**src/rtl/juice_bottler.sv**
```systemverilog
// Bottles a 3-bit juice stream into CAP-unit bottles and queues {id, spill} records.
// Define JUICE_BOTTLER_SPILL_CARRY_EN to start each new bottle at the previous spill.
//
// state | meaning
// FILL  | accepting pours, integrating into level
// SEAL  | one cycle after a full bottle; push if the FIFO has room
// HOLD  | FIFO was full at seal time; wait for room, pours dropped
module juice_bottler #(
    parameter int CAP   = 16,
    parameter int DEPTH = 4
) (
    input  logic       clk,
    input  logic       rst_n,
    input  logic       pour_en,
    input  logic [2:0] juice,
    output logic       busy,
    output logic [7:0] level,
    output logic       bottle_valid,
    input  logic       bottle_ready,
    output logic [7:0] bottle_id,
    output logic [2:0] bottle_spill
);
    localparam int PW = $clog2(DEPTH);
    localparam logic [7:0]  CAP_L   = CAP[7:0];
    localparam logic [PW:0] DEPTH_L = DEPTH[PW:0];

    typedef enum logic [1:0] {FILL, SEAL, HOLD} state_t;

    state_t        state, state_nxt;
    logic [7:0]    level_nxt;
    logic [2:0]    spill, spill_nxt;
    logic [7:0]    id_cnt;
    logic [7:0]    sum;
    logic [7:0]    new_level;
    logic          push, pop, has_space;

    logic [10:0]   mem [DEPTH];
    logic [PW-1:0] wr_ptr, rd_ptr;
    logic [PW:0]   count;

    assign sum       = level + {5'b0, juice};
    assign has_space = count < DEPTH_L;

`ifdef JUICE_BOTTLER_SPILL_CARRY_EN
    assign new_level = {5'b0, spill};
`else
    assign new_level = 8'd0;
`endif

    always_comb begin
        state_nxt = state;
        level_nxt = level;
        spill_nxt = spill;
        push      = 1'b0;
        case (state)
            FILL: begin
                if (pour_en) begin
                    if (sum < CAP_L) begin
                        level_nxt = sum;
                    end else begin
                        spill_nxt = 3'(sum - CAP_L);
                        level_nxt = CAP_L;
                        state_nxt = SEAL;
                    end
                end
            end
            SEAL, HOLD: begin
                // eligibility uses the start-of-cycle count, so a same-edge pop cannot unblock a full FIFO
                if (has_space) begin
                    push      = 1'b1;
                    level_nxt = new_level;
                    state_nxt = FILL;
                end else begin
                    state_nxt = HOLD;
                end
            end
            default: state_nxt = FILL;
        endcase
    end

    always_ff @(posedge clk or negedge rst_n) begin
        if (!rst_n) begin
            state  <= FILL;
            level  <= 8'd0;
            spill  <= 3'd0;
            id_cnt <= 8'd0;
        end else begin
            state <= state_nxt;
            level <= level_nxt;
            spill <= spill_nxt;
            if (push) id_cnt <= id_cnt + 8'd1;
        end
    end

    assign busy = (state != FILL);

    assign bottle_valid = (count != '0);
    assign pop          = bottle_valid && bottle_ready;

    always_ff @(posedge clk) begin
        if (push) mem[wr_ptr] <= {id_cnt, spill};
    end

    always_ff @(posedge clk or negedge rst_n) begin
        if (!rst_n) begin
            wr_ptr <= '0;
            rd_ptr <= '0;
            count  <= '0;
        end else begin
            if (push) wr_ptr <= wr_ptr + PW'(1);
            if (pop)  rd_ptr <= rd_ptr + PW'(1);
            case ({push, pop})
                2'b10:   count <= count + (PW+1)'(1);
                2'b01:   count <= count - (PW+1)'(1);
                default: count <= count;
            endcase
        end
    end

    assign bottle_id    = bottle_valid ? mem[rd_ptr][10:3] : 8'd0;
    assign bottle_spill = bottle_valid ? mem[rd_ptr][2:0]  : 3'd0;

endmodule

```
**config.mk**
```make
export PLATFORM = sky130hd
export DESIGN_NAME = juice_bottler
export DESIGN_NICKNAME = d
export VERILOG_FILES = /design/src/rtl/juice_bottler.sv
export SDC_FILE = /design/constraint.sdc
export NUM_CORES = 1
export LEC_CHECK = 0
export ABC_CLOCK_PERIOD_IN_PS = 3100
export BUFFER_PORTS_ARGS = -buffer_cell sky130_fd_sc_hd__buf_2
export CAP_MARGIN = 20
export CORE_AREA = 2 2 94 69
export CTS_BUF_LIST = sky130_fd_sc_hd__clkbuf_8
export CTS_CLUSTER_DIAMETER = 80
export DETAILED_ROUTE_END_ITERATION = 7
export DIE_AREA = 0 0 96 71
export GPL_TIMING_DRIVEN = 0
export HOLD_SLACK_MARGIN = 0.08
export PLACE_DENSITY = 0.73
export SLEW_MARGIN = 10
export SYNTH_ARGS = -nofsm -noshare
export SYNTH_HDL_FRONTEND = slang
export SYNTH_SLANG_ARGS = --single-unit
```
**constraint.sdc**
```tcl
create_clock -name clk -period 3.1 [get_ports clk]
set_clock_uncertainty 0.2 [all_clocks]
set_input_delay 0.31 -clock clk [delete_from_list [all_inputs] [get_ports clk]]
set_output_delay 0.31 -clock clk [all_outputs]
set_load 0.05 [all_outputs]
```
==> key figures <==
Die
  – Placement Rows: 24
  – Starting Density: 53.12%
  – Io pins: 28
  – Core Area: 0.005976 sq mm
  – Vert. Die Dim: 71 microns
  – Die ar.: 0.006816 sq mm
  – Die width: 96 microns

STA
  – Post-route clock period utilization: 94.19%
  – Final slew viol count: 0
  – Crit path time final: 2920 ps
  – Worst Max-Slew Pin Slew: 703.6 ps
  – Final hold vios: 0
  – F_max: 342.5 MHz
  – Setup TNS: 0 ps
  – Final setup vio count: 0
  – RSZ-0062 raised after global routing: no
  – Max_slew headroom: 53.10%
  – Worst Hold Slack: 139.0 ps

Setup path
  – CP required: 3120 ps
  – Crit-path leading delay family: simple AND/OR/NAND/NOR gates
  – Critical path arrival: 2940 ps
  – Max stage delay cell, worst path: or4_4
  – CP max FO: 5
  – WP buf/inv: 2
  – CP Class: reg -> reg
  – Worst path cell trace: ha_1 > inv_1 > fa_1 > nand2b_4 > or4_4 > a2111oi_4 > buf_4 > nor3_2 > mux2_4
  – Crit path launch type: flip-flop
  – Max stage delay on crit path: 540 ps
  – CP Capture Type: flip-flop

CTS
  – H-Tree Depth: 3
  – Inserted Clock Buffers: 9
  – Cts repair resizes: 0
  – Clk Tree Root Cell: clkbuf_8
  – Longest Clk Path Bufs: 2
  – Clk Latency, worst-skew pair: 330 ps
  – Clk slew on worst S/H paths: 70 ps
  – CTS tree: done
  – Clk sinks: 72

Synthesis
  – Synthesized area per cell: 15.41 sq um
  – Sequential cell area fraction in the yosys report: 63.70%
  – Post-synth cell types: 39
  – Cells after Synth: 206
  – Synthesized area: 0.003174 sq mm
  – Net count after synthesis: 226
  – Yosys reg bits: 72
  – Yosys warnings: 0

Hold path
  – Worst hold path type: in -> reg

Route
  – Via/cell ratio: 5.164
  – Drt total wl: 5.452 mm
  – 1st-iter DRT viols: 142
  – Post-DR wirelength/cell: 16.57 microns
  – Total number of vias: 1699
  – Post-route DRC: 0
  – Post-route ant nets: 0
  – 1st-pass router iterations: 5

Global route
  – Initial antenna violation count: 0
  – First-pass GRT wire length: 8.666 mm
  – Grt ovf: 0
  – Global Route Usage Sum: 17.94%
  – Largest net degree at the start of global routing: 29
  – Vias in the first global route: 1640

Power
  – Leakage: 1.435 nW
  – PD cells: 1043 mW/mm^2
  – Peak VDD IR: 0.4262 mV

Flow run
  – Max_cap viols: 0

Finish
  – Area Growth Syn to Fin: 13.28%
  – Final Util: 60.18%
  – Antenna cells: 0
  – Layout Cells excl Fill: 329
  – Fillers: 450
  – Ratio of cells with drive above 1 in the final layout: 26.69%
  – Layout Nets: 266

Place
  – Port buffer count: 27
  – Placed insts: 311
  – Detailed Place HPWL: 3.765 mm
  – Routability cong.: 0.7994

Run status
  – Status: complete, no violations
==> area by class of cell <==
cell class / instances / area, sq um / area share (%)
Tap cell: 78 / 97.59 / 2.714
Clock inverter: 7 / 46.29 / 1.287
Inverter: 20 / 75.07 / 2.088
Multi-Input combinational cell: 110 / 1061 / 29.51
Timing Repair Buffer: 29 / 152.6 / 4.245
Sequential cell: 72 / 2023 / 56.26
Clock buffer: 9 / 123.9 / 3.445
Buffer: 4 / 16.27 / 0.4523
==> cell families (layout without fill, tap and decap cells) <==
kind of cell	Yosys count	count (layout)	share of synthesized area (%)
AND/OR/NAND/NOR	52	52	9.382
XOR/XNOR	14	14	3.863
multiplexers	16	16	9.578
buffers and inverters	24	69	2.877
flip-flops	72	72	63.70
AO/OA/AOI/OAI	15	15	5.006
adder cells (fa/ha/maj)	13	13	5.597
==> worst reg2reg max path: cells and delay by family (launching register included) <==
| kind | cells | cell delay [ps] |
|---|---|---|
| simple gates | 3 | 810 |
| flops | 1 | 370 |
| mux | 1 | 320 |
| compound gates | 1 | 290 |
| buf+inv | 2 | 260 |
| fa+ha+maj | 2 | 570 |
==> per-layer routing <==
| metal | track usage [%] | share of wire [%] |
|---|---|---|
| met4 | 4.762 | 0.64 |
| met5 | 0 | 0 |
| met3 | 6.390 | 2.7 |
| met2 | 25.62 | 48 |
| met1 | 26.52 | 49 |
==> layout by cell type, fill, tap and decap left out, drive strengths merged, types with 3 or more instances in the layout <==
master / count
clkbuf: 11
nand2: 13
edfxtp: 44
xnor2: 8
mux2i: 3
clkinvlp: 4
ha: 11
xor2: 6
buf: 30
or3: 3
dfrtp: 28
mux4: 11
inv: 21
nand4: 3
o41ai: 3
and2: 19
nor2: 5
==> synth_stat cells <==
library cell	count	area [sq um]
a2111oi_4	2	55.05
a21o_2	1	8.760
a21oi_1	1	5.000
a22o_2	1	10.01
a31oi_1	1	6.260
and2_1	19	118.9
buf_1	1	3.750
buf_2	1	5.000
clkbuf_1	2	7.510
dfrtp_1	28	700.7
edfxtp_1	44	1321
fa_1	2	40.04
ha_1	11	137.6
inv_1	20	75.07
mux2_2	1	11.26
mux2_4	1	15.01
mux2i_1	3	30.03
mux4_2	11	247.7
nand2_1	13	48.80
nand2b_1	1	6.260
nand2b_4	1	13.76
nand3_1	2	10.01
nand4_1	3	18.77
nor2_1	4	15.01
nor2_2	1	6.260
nor2b_1	1	6.260
nor3_2	1	10.01
o211ai_1	2	15.01
o21ai_0	2	10.01
o22ai_1	1	6.260
o311ai_0	1	8.760
o41ai_1	2	17.52
o41ai_2	1	16.27
or2_2	1	6.260
or3_1	3	18.77
or4_1	1	7.510
or4_4	1	11.26
xnor2_1	8	70.07
xor2_1	6	52.55
==> worst paths after layout <==
check / from / to / slack [ps] / depth (start not counted)
hold reg to reg: level[0] / level[0] / 310 / 2
setup reg to reg: level[0] / spill[0] / 180 / 9
hold / removal: pour_en / state[1] / 140 / 4
max in group asynchronous: rst_n / level[0] / 1880 / 2
min in group asynchronous: rst_n / id_cnt[5] / 340 / 2
setup / recovery: level[0] / spill[0] / 180 / 9
==> power by group <==
part | internal, mW | switching [mW]
clock | 0.287 | 0.337
sequential | 1.30 | 0.186
combinational | 0.574 | 1.07
==> registers in the layout (all words and copies together), names as in the netlist <==
name    cells
level       8
id_cnt      8
spill       3
mem        44
count       3
state       2
wr_ptr      2
rd_ptr      2
==> through the flow <==
step	worst slack, ps	power [mW]	cell area [sq um]
finish	180.0	3.751	3596
global route	65.67	3.986	3596
CTS	26.52	3.771	3588
detailed placement	13.53	3.148	3408
global placement	37.68	3.086	3408
floorplan	3.015	2.751	3176
==> repair_timing <==
action	CTS	global route
setup endpoints to repair	0	5
hold endpoints to repair	28	0
buffers inserted	0	1
hold buffers	1	0
Note: power is estimated with default switching activity, not from simulation.
